==> src/rtl/riscv_core_mul_pkg.sv <==
// Shared op encodings and FSM state type for the iterative RV64M multiplier.
package riscv_core_mul_pkg;

  localparam logic [1:0] MUL    = 2'b00;
  localparam logic [1:0] MULH   = 2'b01;
  localparam logic [1:0] MULHSU = 2'b10;
  localparam logic [1:0] MULHU  = 2'b11;
  localparam logic [1:0] MULW   = 2'b00;

  typedef enum logic [1:0] {
    IDLE = 2'b00,
    BUSY = 2'b01,
    DONE = 2'b10
  } mul_state_t;

endpackage

==> src/rtl/riscv_core_mul_mag.sv <==
// Operand magnitude for the shift-add multiplier: abs or raw depending on the
// op and which source this is; word ops take abs of the low half.
module riscv_core_mul_mag
  import riscv_core_mul_pkg::*;
#(
  parameter int XLEN = 64
) (
  input  logic [XLEN-1:0] operand,
  input  logic [1:0]      control,
  input  logic            isword,
  input  logic            is_srcA,
  output logic [XLEN-1:0] magnitude
);

  localparam int HALF = XLEN / 2;

  logic [HALF-1:0] lo;
  logic [HALF-1:0] lo_abs;
  logic [XLEN-1:0] full_abs;
  logic            take_abs;

  always_comb begin
    lo       = operand[HALF-1:0];
    lo_abs   = lo[HALF-1] ? (~lo + HALF'(1)) : lo;
    full_abs = operand[XLEN-1] ? (~operand + XLEN'(1)) : operand;

    // MULHSU only treats rs1 as signed; MULHU treats neither.
    take_abs = 1'b1;
    if (control == MULHU) begin
      take_abs = 1'b0;
    end else if (control == MULHSU) begin
      take_abs = is_srcA;
    end

    if (isword) begin
      magnitude = {{HALF{1'b0}}, lo_abs};
    end else begin
      magnitude = take_abs ? full_abs : operand;
    end
  end

endmodule

==> src/rtl/riscv_core_mul_iter.sv <==
// Iterative unsigned shift-add multiplier producing the 2*XLEN magnitude product.
// Optional RISCV_CORE_MUL_ZERO_SKIP_EN: zero magnitude operands bypass BUSY.
//
//   state | meaning
//   IDLE  | ready for a request
//   BUSY  | consuming BITS_PER_CYCLE multiplier bits per cycle
//   DONE  | product valid, held until ack
module riscv_core_mul_iter
  import riscv_core_mul_pkg::*;
#(
  parameter int XLEN           = 64,
  parameter int BITS_PER_CYCLE = 4
) (
  input  logic              i_clk,
  input  logic              i_rst_n,
  input  logic              i_mul_valid,
  output logic              o_mul_ready,
  input  logic [XLEN-1:0]   i_mul_srcA,
  input  logic [XLEN-1:0]   i_mul_srcB,
  input  logic [1:0]        i_mul_control,
  input  logic              i_mul_isword,
  input  logic              i_mul_flush,
  output logic              o_mul_valid,
  input  logic              i_mul_ack,
  output logic              o_mul_srcA_Dsign,
  output logic              o_mul_srcB_Dsign,
  output logic              o_mul_srcA_Wsign,
  output logic              o_mul_srcB_Wsign,
  output logic [1:0]        o_mul_control,
  output logic              o_mul_isword,
  output logic [2*XLEN-1:0] o_mul_product,
  output logic              o_mul_busy
);

  localparam int BPC   = BITS_PER_CYCLE;
  localparam int STEPS = XLEN / BPC;
  localparam int CW    = $clog2(STEPS + 1);

  mul_state_t state_q, state_d;

  logic [2*XLEN-1:0] p_q;
  logic [XLEN-1:0]   mag_a_q;
  logic [XLEN-1:0]   mag_a, mag_b;
  logic [CW-1:0]     cnt_q;
  logic [XLEN+BPC-1:0] upper;
  logic              accept;
  logic              zero_op;
  logic              last_step;

  riscv_core_mul_mag #(.XLEN(XLEN)) u_mag_a (
    .operand   (i_mul_srcA),
    .control   (i_mul_control),
    .isword    (i_mul_isword),
    .is_srcA   (1'b1),
    .magnitude (mag_a)
  );

  riscv_core_mul_mag #(.XLEN(XLEN)) u_mag_b (
    .operand   (i_mul_srcB),
    .control   (i_mul_control),
    .isword    (i_mul_isword),
    .is_srcA   (1'b0),
    .magnitude (mag_b)
  );

`ifdef RISCV_CORE_MUL_ZERO_SKIP_EN
  assign zero_op = (mag_a == '0) || (mag_b == '0);
`else
  assign zero_op = 1'b0;
`endif

  assign accept    = (state_q == IDLE) && i_mul_valid && !i_mul_flush;
  assign last_step = (cnt_q == CW'(1));

  // One partial-product step: multiplicand times the low BPC multiplier bits.
  assign upper = {{BPC{1'b0}}, p_q[2*XLEN-1:XLEN]}
               + ({{BPC{1'b0}}, mag_a_q} * {{XLEN{1'b0}}, p_q[BPC-1:0]});

  always_comb begin
    state_d = state_q;
    case (state_q)
      IDLE:    if (i_mul_valid) state_d = zero_op ? DONE : BUSY;
      BUSY:    if (last_step)   state_d = DONE;
      DONE:    if (i_mul_ack)   state_d = IDLE;
      default: state_d = IDLE;
    endcase
    if (i_mul_flush) state_d = IDLE;
  end

  always_ff @(posedge i_clk) begin
    if (!i_rst_n) state_q <= IDLE;
    else          state_q <= state_d;
  end

  always_ff @(posedge i_clk) begin
    if (!i_rst_n) begin
      p_q              <= '0;
      mag_a_q          <= '0;
      cnt_q            <= '0;
      o_mul_srcA_Dsign <= 1'b0;
      o_mul_srcB_Dsign <= 1'b0;
      o_mul_srcA_Wsign <= 1'b0;
      o_mul_srcB_Wsign <= 1'b0;
      o_mul_control    <= 2'b00;
      o_mul_isword     <= 1'b0;
    end else if (accept) begin
      o_mul_srcA_Dsign <= i_mul_srcA[XLEN-1];
      o_mul_srcB_Dsign <= i_mul_srcB[XLEN-1];
      o_mul_srcA_Wsign <= i_mul_srcA[XLEN/2-1];
      o_mul_srcB_Wsign <= i_mul_srcB[XLEN/2-1];
      o_mul_control    <= i_mul_control;
      o_mul_isword     <= i_mul_isword;
      mag_a_q          <= mag_a;
      p_q              <= zero_op ? '0 : {{XLEN{1'b0}}, mag_b};
      cnt_q            <= i_mul_isword ? CW'(STEPS / 2) : CW'(STEPS);
    end else if ((state_q == BUSY) && !i_mul_flush) begin
      p_q   <= {upper, p_q[XLEN-1:BPC]};
      cnt_q <= cnt_q - CW'(1);
    end
  end

  // A word op stops after half the steps, leaving its product XLEN/2 bits high.
  assign o_mul_product = o_mul_isword ? (p_q >> (XLEN / 2)) : p_q;
  assign o_mul_ready   = (state_q == IDLE);
  assign o_mul_valid   = (state_q == DONE);
  assign o_mul_busy    = (state_q != IDLE);

endmodule

==> config.mk <==
export PLATFORM = sky130hd
export DESIGN_NAME = riscv_core_mul_iter
export DESIGN_NICKNAME = d
export VERILOG_FILES = /design/src/rtl/riscv_core_mul_pkg.sv /design/src/rtl/riscv_core_mul_mag.sv /design/src/rtl/riscv_core_mul_iter.sv
export SDC_FILE = /design/constraint.sdc
export NUM_CORES = 1
export LEC_CHECK = 0
export CAP_MARGIN = 20
export CORE_MARGIN = 4
export CORE_UTILIZATION = 54
export CTS_BUF_LIST = sky130_fd_sc_hd__clkbuf_8
export DETAILED_ROUTE_END_ITERATION = 8
export PLACE_DENSITY_LB_ADDON = 0.2
export SETUP_SLACK_MARGIN = 0.3
export SLEW_MARGIN = 20
export SYNTH_ARGS = -nofsm -noshare
export SYNTH_HDL_FRONTEND = slang
export SYNTH_HIERARCHICAL = 1
export SYNTH_SLANG_ARGS = --single-unit
==> constraint.sdc <==
create_clock -name i_clk -period 5.3 [get_ports i_clk]
set_input_delay 0.795 -clock i_clk [delete_from_list [all_inputs] [get_ports i_clk]]
set_output_delay 0.795 -clock i_clk [all_outputs]
set_load 0.01 [all_outputs]
==> flow_metrics.tcl <==
set metrics [dict create \
    status "finished clean" \
    power_density_nw_per_um2 157.0 \
    antenna_left 0 \
    tns_ns 0 \
    crit_required_ns 5.87 \
    timing.critical_path.buf_inv 7 \
    finalCritPeriodShare 0.9684 \
    clockBufferDepth 3 \
    synth_top_flop_cell "dfxtp_1" \
    r2r-end "p_q[122]$_SDFFE_PP0P_" \
    chipWidth_um 218.3 \
    antenna_found_initial 3 \
    place_inst 3892 \
    crit_path_max_fanout 13 \
    grt_max_degree 137 \
    cts_sinks 206 \
    die_h_um 218.3 \
    r2r_cells 21 \
    skew_ns 0.07901 \
    cts.clk_slew.worst_paths_ns 0.07 \
    via_count 24649 \
    fin_area_um2 30350 \
    areaGrowthSynthToFinish_pct 27.04 \
    post_dp_cell_area_um2 27560 \
    rrSetupSlack_ns 0.17 \
    coreArea_um2 43360 \
    h-tree-depth 2 \
    synth_edf_count 0 \
    drt_iter0_markers 2828 \
    hold_start "o_mul_control[0]$_SDFFE_PN0P_" \
    insertion_delay_ns 0.65 \
    worst_slew_margin_rel 0.3146 \
    worst_slack_ns 0.1677 \
    drt_wl_total_um 92980 \
    end_kind "register" \
    slew_violations 0 \
    whs_path_depth 2 \
    leakage_nw 12.40 \
    crit-reg2reg-launch "p_q[1]$_SDFFE_PN0P_" \
    drive_above_1_share 0.1616 \
    start_util 0.5510 \
    period_needed_ns 5.132 \
    hold_slack_ns 0.4620 \
    totalPowerFinal_mw 4.767 \
    vdd.ir_drop.worst_uv 199.4 \
    gp_congestion 1.019 \
    utilization 0.7000 \
    max_cap_violations 0 \
    die-area_um2 47670 \
    overflow 0 \
    synthArstFlopShare 0 \
    crit_chain "buf_12 -> buf_12 -> and2_1 -> fa_1 -> fa_1 -> inv_1 -> fa_1 -> inv_1 -> ha_4 -> buf_4 -> nand2_1 -> o21ai_1 -> a221oi_2 -> inv_1 -> o311a_4 -> o211ai_1 -> buf_4 -> a21oi_4 -> nor3_4 -> mux2_4 -> nand2_1" \
    hold_violations 0 \
    grt_first_pass_wirelength_um 139300 \
    whs_endpoint "o_mul_control[0]$_SDFFE_PN0P_" \
    grt_pass1_vias 24015 \
    start_kind "register" \
    num_rows 76 \
    place_ws_ns -0.1072 \
    cts_root_buffer "clkbuf_8" \
    arrival_ns 5.70 \
    grtUsageTotal 0.3717 \
    crit_path_top_delay_cell "fa_1" \
    hold_class "register to register" \
    crit_type "register to register" \
    cts_hold_buffers 0 \
    worst_pin_slew_ns 1.024 \
    stdcell_count 4016 \
    numCtsBuffers 41 \
    max_stage_delay_ns 0.51 \
    port_buffers 273 \
    rsz0062_at_grt "yes" \
    synth_seq_cells 206 \
    ys.warnings.count 6 \
    seq_area_frac_synth 0.1726 \
    first_pass_iters 5 \
    fmax_mhz 194.8 \
    syn-num-nets 3515 \
    num-fill-cells 3490 \
    fin_nets 3803 \
    avgSynthCellArea_um2 7.682 \
    cts_tree "built" \
    cp_top_family "adder cells" \
    drc 0 \
    place.detailed.hpwl_um 68850 \
    viasPerCell 6.138 \
    syn-instance-count 3110 \
    setup_violations 0 \
    synth_cell_type_count 95 \
    syn_area_um2 23890 \
    io_pins 274 \
    wire_per_inst_um 23.15 \
]
-- cells by family after synthesis --
| logic type | after synthesis | share of synthesized area |
|---|---|---|
| AO/OA/AOI/OAI | 678 | 0.1915 |
| XOR/XNOR | 125 | 0.04582 |
| multiplexers | 101 | 0.04750 |
| buffers and inverters | 515 | 0.08400 |
| AND/OR/NAND/NOR | 1214 | 0.2587 |
| flip-flops | 206 | 0.1726 |
| other | 2 | 0.0003143 |
| adder cells (fa/ha/maj) | 269 | 0.1996 |
-- power breakdown --
group / total (mW) / switching [mW] / internal, mW
sequential: 1.68 / 0.0751 / 1.60
clock: 2.05 / 0.854 / 1.20
combinational: 1.04 / 0.568 / 0.469
-- metal layers --
metal,GRT usage,part of all wire,wire length (um),vias to the layer above
li1,-,-,-,11035
met1,0.5057,0.41,37860,11879
met2,0.5752,0.44,41370,1429
met3,0.05395,0.087,8117,304
met4,0.1946,0.060,5624,2
met5,0,0.000086,8,-
-- synthesized netlist by cell type (all sizes together) (5+ instances only) --
cell / count / area share
nand2: 429 / 0.068
inv: 326 / 0.051
and2: 255 / 0.067
dfxtp: 206 / 0.17
fa: 187 / 0.16
nor2: 187 / 0.029
clkbuf: 161 / 0.027
a21boi: 140 / 0.044
a21oi: 133 / 0.028
o21ai: 133 / 0.028
mux2: 99 / 0.047
xnor2: 84 / 0.031
ha: 82 / 0.043
nor3: 69 / 0.015
a22oi: 67 / 0.021
nand3: 50 / 0.011
nor4: 47 / 0.016
nor2b: 45 / 0.012
xor2: 41 / 0.015
a21o: 39 / 0.012
nand4: 35 / 0.010
buf: 28 / 0.0058
or3: 22 / 0.0058
a31oi: 20 / 0.0052
o211ai: 19 / 0.0062
or4: 19 / 0.0063
nand2b: 16 / 0.0042
o31ai: 15 / 0.0049
o41ai: 15 / 0.0068
a41oi: 13 / 0.0048
o21bai: 13 / 0.0041
a221oi: 12 / 0.0044
a211oi: 11 / 0.0035
and3: 7 / 0.0019
o21a: 7 / 0.0026
o311ai: 7 / 0.0026
or2: 7 / 0.0018
nor4b: 6 / 0.0025
nor3b: 5 / 0.0016
o22ai: 5 / 0.0013
-- tightest hold or removal path, cell delays in order (launching register included) --
cell and delay, ns:
dfxtp_1 0.30, nand2_1 0.05, a21boi_0 0.06
-- how the worst max path moves through the flow --
stage	startpoint	endpoint	slack, ns	depth (start not counted)
3_3_place_gp	p_q[2]$_SDFFE_PN0P_	p_q[122]$_SDFFE_PP0P_	-0.07	21
4_1_cts	p_q[2]$_SDFFE_PN0P_	p_q[125]$_SDFFE_PP0P_	0.28	22
6_report	p_q[1]$_SDFFE_PN0P_	p_q[122]$_SDFFE_PP0P_	0.17	21
3_5_place_dp	p_q[2]$_SDFFE_PN0P_	p_q[122]$_SDFFE_PP0P_	-0.11	21
2_1_floorplan	p_q[3]$_SDFFE_PN0P_	p_q[120]$_SDFFE_PP0P_	0.32	19
5_1_grt	p_q[2]$_SDFFE_PN0P_	p_q[122]$_SDFFE_PP0P_	0.05	19
-- placed cells by master, fill, tap and decap left out, drive strengths merged, types with 39 or more instances in the layout --
cell	instances
a21boi	140
a21o	39
a21oi	133
a22oi	67
and2	255
buf	161
clkbuf	50
clkdlybuf4s50	271
dfxtp	206
fa	187
ha	82
inv	333
mux2	99
nand2	429
nand3	50
nor2	187
nor2b	45
nor3	69
nor4	47
o21ai	133
xnor2	84
xor2	41
-- state kept, by name, summed over array words and instances (netlist names), 2 cells and up --
signal and count:
mag_a_q 64, p_q 128, o_mul_control 2, cnt_q 5
state_q 2
-- layout make-up --
class / instances / area (um2) / area share
Antenna cell: 2 / 5.005 / 0.0001649
Clock buffer: 49 / 674.4 / 0.02222
Clock inverter: 25 / 322.8 / 0.01064
Inverter: 326 / 1224 / 0.04032
Multi-Input combinational cell: 2389 / 18920 / 0.6233
Sequential cell: 206 / 4136 / 0.1363
Tap cell: 585 / 732.0 / 0.02412
Timing Repair Buffer: 434 / 4339 / 0.1430
-- repair_timing --
action	CTS	global route
setup buffers	23	16
gates resized for setup	155	109
endpoints found under the setup margin	19	27
gates cloned	8	1
pin swaps	116	56
(Power assumes the default switching activity.)
